==> src/rtl/bcd_pkg.sv <==
// ---------------------------------------------------------------------------
// bcd_pkg
//   Shared types and helpers for the binary-to-BCD conversion blocks.
//   - bcd_digit_t  : one packed BCD digit (0..9 in legal use)
//   - b2b_state_t  : converter FSM states
//   - add3_if_ge5  : the double-dabble digit correction step
//   - digits_fit   : elaboration-time check that DIGITS decimal digits can
//                    hold every BIN_W-bit value
// ---------------------------------------------------------------------------
package bcd_pkg;

  typedef logic [3:0] bcd_digit_t;

  typedef enum logic [1:0] {
    IDLE,
    SHIFT,
    DONE
  } b2b_state_t;

  // A digit of 5..9 would become 10..18 after the coming left shift. Adding 3
  // first makes that shift carry into the next digit instead of leaving an
  // invalid code. Inputs are always 0..9, so the result fits in 4 bits.
  function automatic bcd_digit_t add3_if_ge5(bcd_digit_t d);
    return (d >= 4'd5) ? bcd_digit_t'(d + 4'd3) : d;
  endfunction

  // True when 10**digits > 2**bin_w. Scaling stops as soon as the capacity
  // passes the limit, so moderate parameter values never overflow.
  function automatic bit digits_fit(int bin_w, int digits);
    longint lim;
    longint cap;
    lim = longint'(1) << bin_w;
    cap = 1;
    for (int i = 0; (i < digits) && (cap <= lim); i++) begin
      cap = cap * 10;
    end
    return cap > lim;
  endfunction

endpackage

==> src/rtl/bcd_add3_col.sv <==
// ---------------------------------------------------------------------------
// bcd_add3_col
//   Combinational correction column: applies add3_if_ge5 to every digit of
//   the BCD work register before the shift.
// Ports
//   din   in   4*DIGITS   packed BCD digits, digit 0 in din[3:0]
//   dout  out  4*DIGITS   corrected digits, same packing
// ---------------------------------------------------------------------------
module bcd_add3_col
  import bcd_pkg::*;
#(
  parameter int DIGITS = 4
) (
  input  logic [4*DIGITS-1:0] din,
  output logic [4*DIGITS-1:0] dout
);

  for (genvar g = 0; g < DIGITS; g++) begin : g_digit
    assign dout[4*g +: 4] = add3_if_ge5(din[4*g +: 4]);
  end

endmodule

==> src/rtl/bin2bcd_seq.sv <==
// ---------------------------------------------------------------------------
// bin2bcd_seq
//   Sequential binary-to-BCD converter using shift-add-3 (double dabble),
//   one input bit per cycle. Feeds the seven-segment digit decoder with a
//   packed BCD code and reports how many digits are significant so the
//   anode enables can blank leading zeros.
//
//   Handshake: start is sampled only in IDLE. busy is high from the cycle
//   after accept through the done cycle. done is a one-cycle pulse; bcd and
//   ndigits are loaded on the same edge that raises done and then hold until
//   the next completed conversion.
//
// Ports
//   clk      in   1                  rising-edge clock
//   rst_n    in   1                  asynchronous active-low reset
//   start    in   1                  conversion request (IDLE only)
//   bin      in   BIN_W              binary value, captured on accept
//   busy     out  1                  conversion in progress
//   done     out  1                  result-valid pulse
//   bcd      out  4*DIGITS           packed BCD result, digit 0 = ones
//   ndigits  out  $clog2(DIGITS+1)   significant digit count, 1..DIGITS
// ---------------------------------------------------------------------------
module bin2bcd_seq
  import bcd_pkg::*;
#(
  parameter int BIN_W  = 10,
  parameter int DIGITS = 4
) (
  input  logic                         clk,
  input  logic                         rst_n,
  input  logic                         start,
  input  logic [BIN_W-1:0]             bin,
  output logic                         busy,
  output logic                         done,
  output logic [4*DIGITS-1:0]          bcd,
  output logic [$clog2(DIGITS+1)-1:0]  ndigits
);

  localparam int WORK_W = 4 * DIGITS;
  localparam int CNT_W  = $clog2(BIN_W + 1);
  localparam int ND_W   = $clog2(DIGITS + 1);
  localparam int CAT_W  = WORK_W + BIN_W;

  // The work register has no carry-out handling; that is only safe when the
  // digit count covers the full binary range.
  if (!digits_fit(BIN_W, DIGITS)) begin : g_param_check
    $error("bin2bcd_seq: DIGITS=%0d cannot hold all %0d-bit values", DIGITS, BIN_W);
  end

  b2b_state_t          state_q,   state_d;
  logic [CNT_W-1:0]    bit_cnt_q, bit_cnt_d;
  logic [BIN_W-1:0]    shift_q,   shift_d;
  logic [WORK_W-1:0]   work_q,    work_d;
  logic                busy_q,    busy_d;
  logic                done_q,    done_d;
  logic [WORK_W-1:0]   bcd_q,     bcd_d;
  logic [ND_W-1:0]     ndigits_q, ndigits_d;

  logic [WORK_W-1:0]   work_adj;
  logic [CAT_W-1:0]    cat_shl;
  logic [WORK_W-1:0]   work_shifted;
  logic [BIN_W-1:0]    shift_shifted;
  logic [ND_W-1:0]     nd_next;

  // Correction step applied to the current work digits.
  bcd_add3_col #(
    .DIGITS (DIGITS)
  ) u_add3_col (
    .din  (work_q),
    .dout (work_adj)
  );

  // {work, shift} moves left as one register: the MSB of the remaining
  // binary bits enters the ones digit. The bit shifted out of the top digit
  // is always zero because the digit count covers the full input range.
  assign cat_shl       = {work_adj, shift_q} << 1;
  assign work_shifted  = cat_shl[CAT_W-1 -: WORK_W];
  assign shift_shifted = cat_shl[BIN_W-1:0];

  // Significant digit count of the value being written into bcd: the highest
  // nonzero digit wins; an all-zero result still shows one digit.
  always_comb begin
    nd_next = ND_W'(1);
    for (int i = 0; i < DIGITS; i++) begin
      if (work_shifted[4*i +: 4] != 4'd0) begin
        nd_next = ND_W'(i + 1);
      end
    end
  end

  always_comb begin
    state_d   = state_q;
    bit_cnt_d = bit_cnt_q;
    shift_d   = shift_q;
    work_d    = work_q;
    busy_d    = busy_q;
    done_d    = 1'b0;
    bcd_d     = bcd_q;
    ndigits_d = ndigits_q;

    case (state_q)
      IDLE: begin
        if (start) begin
          shift_d   = bin;
          work_d    = '0;
          bit_cnt_d = CNT_W'(BIN_W);
          busy_d    = 1'b1;
          state_d   = SHIFT;
        end
      end

      SHIFT: begin
        work_d    = work_shifted;
        shift_d   = shift_shifted;
        bit_cnt_d = bit_cnt_q - CNT_W'(1);
        // Last bit: publish the post-shift value on the same edge that
        // raises done, so outputs and pulse line up.
        if (bit_cnt_q == CNT_W'(1)) begin
          state_d   = DONE;
          done_d    = 1'b1;
          bcd_d     = work_shifted;
          ndigits_d = nd_next;
        end
      end

      DONE: begin
        busy_d  = 1'b0;
        state_d = IDLE;
      end

      default: begin
        busy_d  = 1'b0;
        state_d = IDLE;
      end
    endcase
  end

  always_ff @(posedge clk or negedge rst_n) begin
    if (!rst_n) begin
      state_q   <= IDLE;
      bit_cnt_q <= '0;
      shift_q   <= '0;
      work_q    <= '0;
      busy_q    <= 1'b0;
      done_q    <= 1'b0;
      bcd_q     <= '0;
      ndigits_q <= ND_W'(1);
    end else begin
      state_q   <= state_d;
      bit_cnt_q <= bit_cnt_d;
      shift_q   <= shift_d;
      work_q    <= work_d;
      busy_q    <= busy_d;
      done_q    <= done_d;
      bcd_q     <= bcd_d;
      ndigits_q <= ndigits_d;
    end
  end

  assign busy    = busy_q;
  assign done    = done_q;
  assign bcd     = bcd_q;
  assign ndigits = ndigits_q;

endmodule

==> config.mk <==
export PLATFORM = sky130hd
export DESIGN_NAME = bin2bcd_seq
export DESIGN_NICKNAME = d
export VERILOG_FILES = /design/src/rtl/bcd_pkg.sv /design/src/rtl/bcd_add3_col.sv /design/src/rtl/bin2bcd_seq.sv
export SDC_FILE = /design/constraint.sdc
export NUM_CORES = 1
export LEC_CHECK = 0
export CAP_MARGIN = 20
export CELL_PAD_IN_SITES_DETAIL_PLACEMENT = 0
export CELL_PAD_IN_SITES_GLOBAL_PLACEMENT = 1
export CORE_AREA = 5 5 88 90
export DETAILED_ROUTE_END_ITERATION = 6
export DIE_AREA = 0 0 93 95
export PLACE_DENSITY_LB_ADDON = 0.08
export SETUP_SLACK_MARGIN = 0.3
export SKIP_CTS_REPAIR_TIMING = 1
export SYNTH_ARGS = -nofsm -noshare
export SYNTH_HDL_FRONTEND = slang
export SYNTH_SLANG_ARGS = --single-unit
==> constraint.sdc <==
create_clock -name clk -period 1.7 [get_ports clk]
set_clock_uncertainty 0.2 [all_clocks]
set_input_delay 0.34 -clock clk [delete_from_list [all_inputs] [get_ports clk]]
set_output_delay 0.34 -clock clk [all_outputs]
set_load 0.05 [all_outputs]
# Word-level counts from Yosys, hierarchy flattened
# Cells that the tools add are included.
# totals
reg_bits	53
inputBits	13
wordCells	51
# classes
addsub	5
order_cmp	4
n_eq_ne	4
muxes	20
n_bitwise	1
reduce_logical	9
# ops
op	count
one-hot mux 16 bit (2 select lines)	1
one-hot mux 10 bit (2 select lines)	1
>= comparator 4 x 3 -> 1 bit, second input constant	4
two-way mux 16 bit	1
two-way mux 4 bit	4
adder 4 x 2 -> 4 bit, second input constant	3
nonzero test 4 bit	3
two-way mux 10 bit	1
two-way mux 2 bit	4
one-hot mux 4 bit (2 select lines)	1
AND reduction 2 bit	4
two-way mux 3 bit	2
== test 4 x 1 -> 1 bit, second input constant	1
!= test 2 bit, second input constant	2
one-hot mux 2 bit (2 select lines)	1
subtractor 4 x 1 -> 4 bit, second input constant	1
adder 3 x 2 -> 3 bit, second input constant	1
two-way mux 1 bit	3
== test 2 x 1 -> 1 bit, second input constant	1
logical NOT 2 bit	1
one-hot mux 1 bit (2 select lines)	1
nonzero test 2 bit	1
NOT 1 bit	1

# Longest topological paths before layout
# depth
word_depth	6
mapped_depth	8
ltp_nobuf	8

# Hierarchy
# From an unflattened synthesis, not the netlist that was laid out.
# hier_totals
cells_unflattened	231
hier_area_um2	2640.0
# modules_own_cells
module	n_inst	cells_per_inst	area_each_um2
bin2bcd_seq	1	167	2234.6
bcd_add3_col	1	64	405.4

# Worst setup path after synthesis
# Ideal clock, no wire load.
# synth_timing
path_kind	register to register
start	reg work_q[4]
end	reg ndigits_q[1], in the netlist ndigits[1]
t_arrival_ns	1.543
required_time_ns	1.371
setup_slack_ns	-0.172
path_stages_with_launch	8
n_path_buf	0
period_less_slack_ns	1.872
cell_sequence	dfrtp_1 > inv_1 > ha_1 > nand2b_1 > a21oi_2 > mux2i_1 > nor4b_1 > o21ai_1
# synth_between
elab_chain_cells	6
elab_cells_between_ends	8
classes_between	1 x add/sub; 1 x order compare; 4 x mux; 2 x reduce/logical
# synth_lines
item	line	text
start, declared	bin2bcd_seq.sv:53	logic [WORK_W-1:0] work_q, work_d;
start signal, assigned	bin2bcd_seq.sv:152	work_q <= work_d;
adder 4 x 2 -> 4 bit / >= comparator 4 x 3 -> 1 bit (equally long branches)	bcd_pkg.sv:24	return (d >= 4'd5) ? bcd_digit_t'(d + 4'd3) : d;
two-way mux 4 bit *	bcd_pkg.sv:24	
nonzero test 4 bit	bin2bcd_seq.sv:85	if (work_shifted[4*i +: 4] != 4'd0) begin
two-way mux 2 bit	bin2bcd_seq.sv:85	
two-way mux 2 bit *	bin2bcd_seq.sv:85	
two-way mux 3 bit *	bin2bcd_seq.sv:85	
end signal, assigned	bin2bcd_seq.sv:156	ndigits_q <= ndigits_d;
end, declared	bin2bcd_seq.sv:57	logic [ND_W-1:0] ndigits_q, ndigits_d;
# Mark *: on every way between the ends. The rest lies on a longest branch, timed or not.
# A chain may end at the register's enable or synchronous reset.

# Worst setup path after layout
# layout_timing
start	reg work_q[0]
end	reg bcd_q[2], in the netlist bcd[2]
# layout_between
elab_chain_cells	2
elab_cells_between_ends	3
classes_between	1 x add/sub; 1 x order compare; 1 x mux
# layout_lines
item	line	text
adder 4 x 2 -> 4 bit / >= comparator 4 x 3 -> 1 bit (equally long branches)	bcd_pkg.sv:24	
two-way mux 4 bit *	bcd_pkg.sv:24	
end signal, assigned	bin2bcd_seq.sv:146	bcd_q <= '0;
end signal, assigned	bin2bcd_seq.sv:155	bcd_q <= bcd_d;
end, declared	bin2bcd_seq.sv:56	logic [WORK_W-1:0] bcd_q, bcd_d;
# Marked as above.

==> results_tabular.tex <==
\begin{tabular}{lr}
\hline
Metric & Value \\
\hline
\multicolumn{2}{l}{\textbf{Clocking}} \\
\quad Cell at the root of the clock tree & sky130\_fd\_sc\_hd\_\_clkbuf\_8 \\
\quad Clock tree from TritonCTS & yes \\
\quad Clock insertion delay at the later pin of the skew report & 310 ps \\
\quad Number of H-tree levels & 2 \\
\quad Number of clock sinks & 53 \\
\quad Reg clk slew, reported paths & 90 ps \\
\quad Number of clock buffers inserted by TritonCTS & 5 \\
\quad Clk buf depth & 2 \\
\multicolumn{2}{l}{\textbf{Status}} \\
\quad Failing checks & negative setup slack \\
\quad Result of the run & finished with violations \\
\multicolumn{2}{l}{\textbf{STA}} \\
\quad Post-layout min period & 1800 ps \\
\quad Unrepaired setup endpoints after global routing & yes \\
\quad Final hold violations & 0 \\
\quad Maximum clock frequency & 557 MHz \\
\quad Share of the clock period used by the worst path after layout & 106\% \\
\quad Post-layout worst setup margin & -96.6 ps \\
\quad Final-report setup violation count & 8 \\
\quad Slew margin rel. & 76.3\% \\
\quad Transition time at the pin with the least slew margin & 353 ps \\
\quad Pins Over Slew Limit & 0 \\
\multicolumn{2}{l}{\textbf{Setup path}} \\
\quad Category of the most critical setup path & reg -> reg \\
\quad Worst-path cell chain & inv\_2 -> ha\_4 -> nor2b\_4 -> nor2b\_1 -> nor2\_2 -> mux2\_4 -> o21ai\_1 \\
\quad Launch instance of the worst register-to-register path & work\_q[0]\$\_DFFE\_PN0P\_ \\
\quad Type of origin of the critical path & flip-flop \\
\quad Data arrival time at the worst-slack endpoint & 1830 ps \\
\quad R2R cell count & 7 \\
\quad Worst EP required & 1730 ps \\
\quad Max Fanout on Critical Path & 4 \\
\quad Register-to-register path setup slack & -100 ps \\
\quad Critical-path top delay cell & sky130\_fd\_sc\_hd\_\_dfrtp\_1 \\
\quad Capturing element of the worst setup path & bcd[2]\$\_DFFE\_PN0P\_ \\
\quad Launch point of the critical path & work\_q[0]\$\_DFFE\_PN0P\_ \\
\quad CP peak stage delay & 450 ps \\
\quad CP endpoint kind & flip-flop \\
\quad End of the worst register-to-register path & bcd[2]\$\_DFFE\_PN0P\_ \\
\multicolumn{2}{l}{\textbf{Floorplan}} \\
\quad Horiz. Die Dim & 93 um \\
\quad Initial Utilization & 36.4\% \\
\quad Area of the die & 0.00884 mm2 \\
\quad CORE AREA & 0.00698 mm2 \\
\quad Die Y-Extent & 95 um \\
\quad Io pins & 34 \\
\quad \# rows & 31 \\
\multicolumn{2}{l}{\textbf{Logic synthesis}} \\
\quad Number of nets produced by synthesis & 287 \\
\quad Post-synthesis register bit count & 53 \\
\quad Yosys warning count & 0 \\
\quad Gate count after technology mapping & 264 \\
\quad Cell area after technology mapping & 0.00254 mm2 \\
\quad Number of library cell types mapped by synthesis & 36 \\
\quad Most area-hungry cell type in the Yosys netlist & sky130\_fd\_sc\_hd\_\_dfrtp\_1 \\
\quad Top cells by area in the synthesized netlist & sky130\_fd\_sc\_hd\_\_dfrtp\_1 (51\%), sky130\_fd\_sc\_hd\_\_o21ai\_0 (9.3\%), sky130\_fd\_sc\_hd\_\_nand2\_1 (6.5\%) \\
\quad Top-area cell type share of the netlist area & 51.2\% \\
\quad Sequential element share of the synthesized area & 52.3\% \\
\quad Synthesized area per cell & 9.62 um2 \\
\multicolumn{2}{l}{\textbf{Routing}} \\
\quad DRC marker count from the first detailed-route iteration & 55 \\
\quad Detailed-route via count & 2237 \\
\quad Final Routed Wirelength & 7.01 mm \\
\quad Antenna Nets Post-Route & 0 \\
\quad Drt via density & 5.08 \\
\quad Final routed DRC violation total & 0 \\
\quad First-pass DRT Iterations & 4 \\
\quad Drt wl/cell & 15.9 um \\
\multicolumn{2}{l}{\textbf{Pwr}} \\
\quad Total leakage power & 1.93 nW \\
\quad Largest voltage drop on the vdd net & 1.12 mV \\
\quad Total power draw & 9.46 mW \\
\quad P per Cell Area & 2180 mW/mm2 \\
\multicolumn{2}{l}{\textbf{Global routing}} \\
\quad Via count of the first global-routing pass & 2095 \\
\quad Gr ovfl total & 0 \\
\quad Largest net degree at the start of global routing & 54 \\
\quad Antenna violations before repair & 0 \\
\quad Overall track demand over capacity in global routing & 14.3\% \\
\quad Global-route wire length before repair & 10.1 mm \\
\multicolumn{2}{l}{\textbf{Finish}} \\
\quad Most common library cell in the layout ignoring fill and taps & sky130\_fd\_sc\_hd\_\_dfrtp\_1 \\
\quad Ant diodes & 0 \\
\quad Area overhead of the layout relative to synthesis & 70.7\% \\
\quad Number of nets at the end of the flow & 380 \\
\quad Leading cell types in the layout, fill and taps excluded & sky130\_fd\_sc\_hd\_\_dfrtp\_1 (48), sky130\_fd\_sc\_hd\_\_buf\_4 (45), sky130\_fd\_sc\_hd\_\_nand2\_1 (35), sky130\_fd\_sc\_hd\_\_o21ai\_1 (26), sky130\_fd\_sc\_hd\_\_buf\_12 (24) \\
\quad Share of cells above drive strength 1 & 51.1\% \\
\multicolumn{2}{l}{\textbf{Job}} \\
\quad \# Max-Cap Violations & 0 \\
\multicolumn{2}{l}{\textbf{Placed design}} \\
\quad Pre-CTS setup slack & -178 ps \\
\quad DP Wirelength & 4.26 mm \\
\quad Port buffer count & 33 \\
\quad Weighted congestion reported at the end of routability-driven placement & 0.746 \\
\multicolumn{2}{l}{\textbf{Worst hold path}} \\
\quad Class of the most critical hold timing path & reg -> reg \\
\hline
\end{tabular}
## sequential cells by signal (all words and copies together), names as in the netlist
signal / count
bcd: 16
work_q: 16
shift_q: 10
bit_cnt_q: 4
ndigits: 3
state_q: 2
busy: 1
done: 1
## final cells by class
| type | count | area, um2 |
|---|---|---|
| clock buffer | 8 | 80.1 |
| timing repair buffer | 96 | 1150 |
| inverter | 13 | 53.8 |
| tap | 82 | 103 |
| fill | 589 | 2650 |
| multi-input combinational | 188 | 1610 |
| sequential | 53 | 1330 |
## per-stage QoR
step / hold WS, ps / cells / util, % / cell area [um2] / setup TNS [ps]
after global routing: 325 / 440 / 62.1 / 4340 / -1140
final: 291 / 440 / 62.1 / 4340 / -438
after detailed placement: 162 / 408 / 52.1 / 3640 / -1350
after CTS: -175 / 416 / 53.3 / 3720 / -723
after global placement: 163 / 408 / 52.1 / 3640 / -707
after floorplan: -156 / 264 / - / 2750 / -19.0
## cells in the mapped netlist
library cell,number
sky130_fd_sc_hd__buf_4,1
sky130_fd_sc_hd__nand2b_1,4
sky130_fd_sc_hd__nor3b_2,1
sky130_fd_sc_hd__and2_2,1
sky130_fd_sc_hd__nand2_4,1
sky130_fd_sc_hd__a21o_1,1
sky130_fd_sc_hd__o21ai_1,2
sky130_fd_sc_hd__a22oi_1,10
sky130_fd_sc_hd__or3b_2,1
sky130_fd_sc_hd__nor2_1,8
sky130_fd_sc_hd__xnor2_1,4
sky130_fd_sc_hd__nor3b_1,5
sky130_fd_sc_hd__dfrtp_1,52
sky130_fd_sc_hd__o21a_1,1
sky130_fd_sc_hd__a21oi_1,14
sky130_fd_sc_hd__o21ai_0,47
sky130_fd_sc_hd__a21oi_2,1
sky130_fd_sc_hd__nand4_2,1
sky130_fd_sc_hd__a22o_1,1
sky130_fd_sc_hd__nor3_1,5
sky130_fd_sc_hd__clkinv_2,1
sky130_fd_sc_hd__mux2i_1,3
sky130_fd_sc_hd__dfstp_2,1
sky130_fd_sc_hd__and2_1,1
sky130_fd_sc_hd__a32o_1,1
sky130_fd_sc_hd__mux2_2,3
sky130_fd_sc_hd__inv_1,12
sky130_fd_sc_hd__clkbuf_1,9
sky130_fd_sc_hd__a311oi_1,1
sky130_fd_sc_hd__nor2b_1,11
sky130_fd_sc_hd__nor4b_1,1
sky130_fd_sc_hd__nand2_1,44
sky130_fd_sc_hd__nand3b_1,3
sky130_fd_sc_hd__ha_1,10
sky130_fd_sc_hd__o21bai_1,1
sky130_fd_sc_hd__a31oi_1,1
## report_power, final
part           switching, mW  internal [mW]  total, mW
clock network          0.415          0.295      0.709
registers              0.650           1.81       2.46
logic                   2.99           3.30       6.29
total                   4.05           5.41       9.46
## critical path: cells and delay by family, from the launching register on
kind	cells	cell delay, ps
DFF	1	450
and+or+nand+nor	3	400
muxes	1	330
adders and majority gates	1	130
AOI/OAI and AO/OA	1	110
buffers and inverters	1	100
## per-layer routing
layer	wire length, um	vias up	track usage (%)
li1	-	1103	-
met4	85	0	4.40
met1	3180	1097	18.7
met3	211	8	2.79
met5	0	-	0
met2	3530	29	24.1
## cell families after synthesis
logic type	synth area share, %
simple gates	17.4
xor+xnor	1.38
fa+ha+maj	4.93
mux	2.51
flops	52.3
compound gates	17.9
buf+inv	3.60
## how the worst min path moves through the flow
stage | startpoint | end | slack, ps | cells past startpoint
after global placement | rst_n | bcd[10]$_DFFE_PN0P_ | 160 | 2
after global routing | ndigits[0]$_DFFE_PN1P_ | ndigits[0]$_DFFE_PN1P_ | 320 | 2
after CTS | rst_n | bcd[14]$_DFFE_PN0P_ | -180 | 2
after detailed placement | rst_n | work_q[9]$_DFFE_PN0P_ | 160 | 2
final | ndigits[0]$_DFFE_PN1P_ | ndigits[0]$_DFFE_PN1P_ | 290 | 2
after floorplan | rst_n | bcd[0]$_DFFE_PN0P_ | -160 | 0
Note: power is estimated with default switching activity, not from simulation.
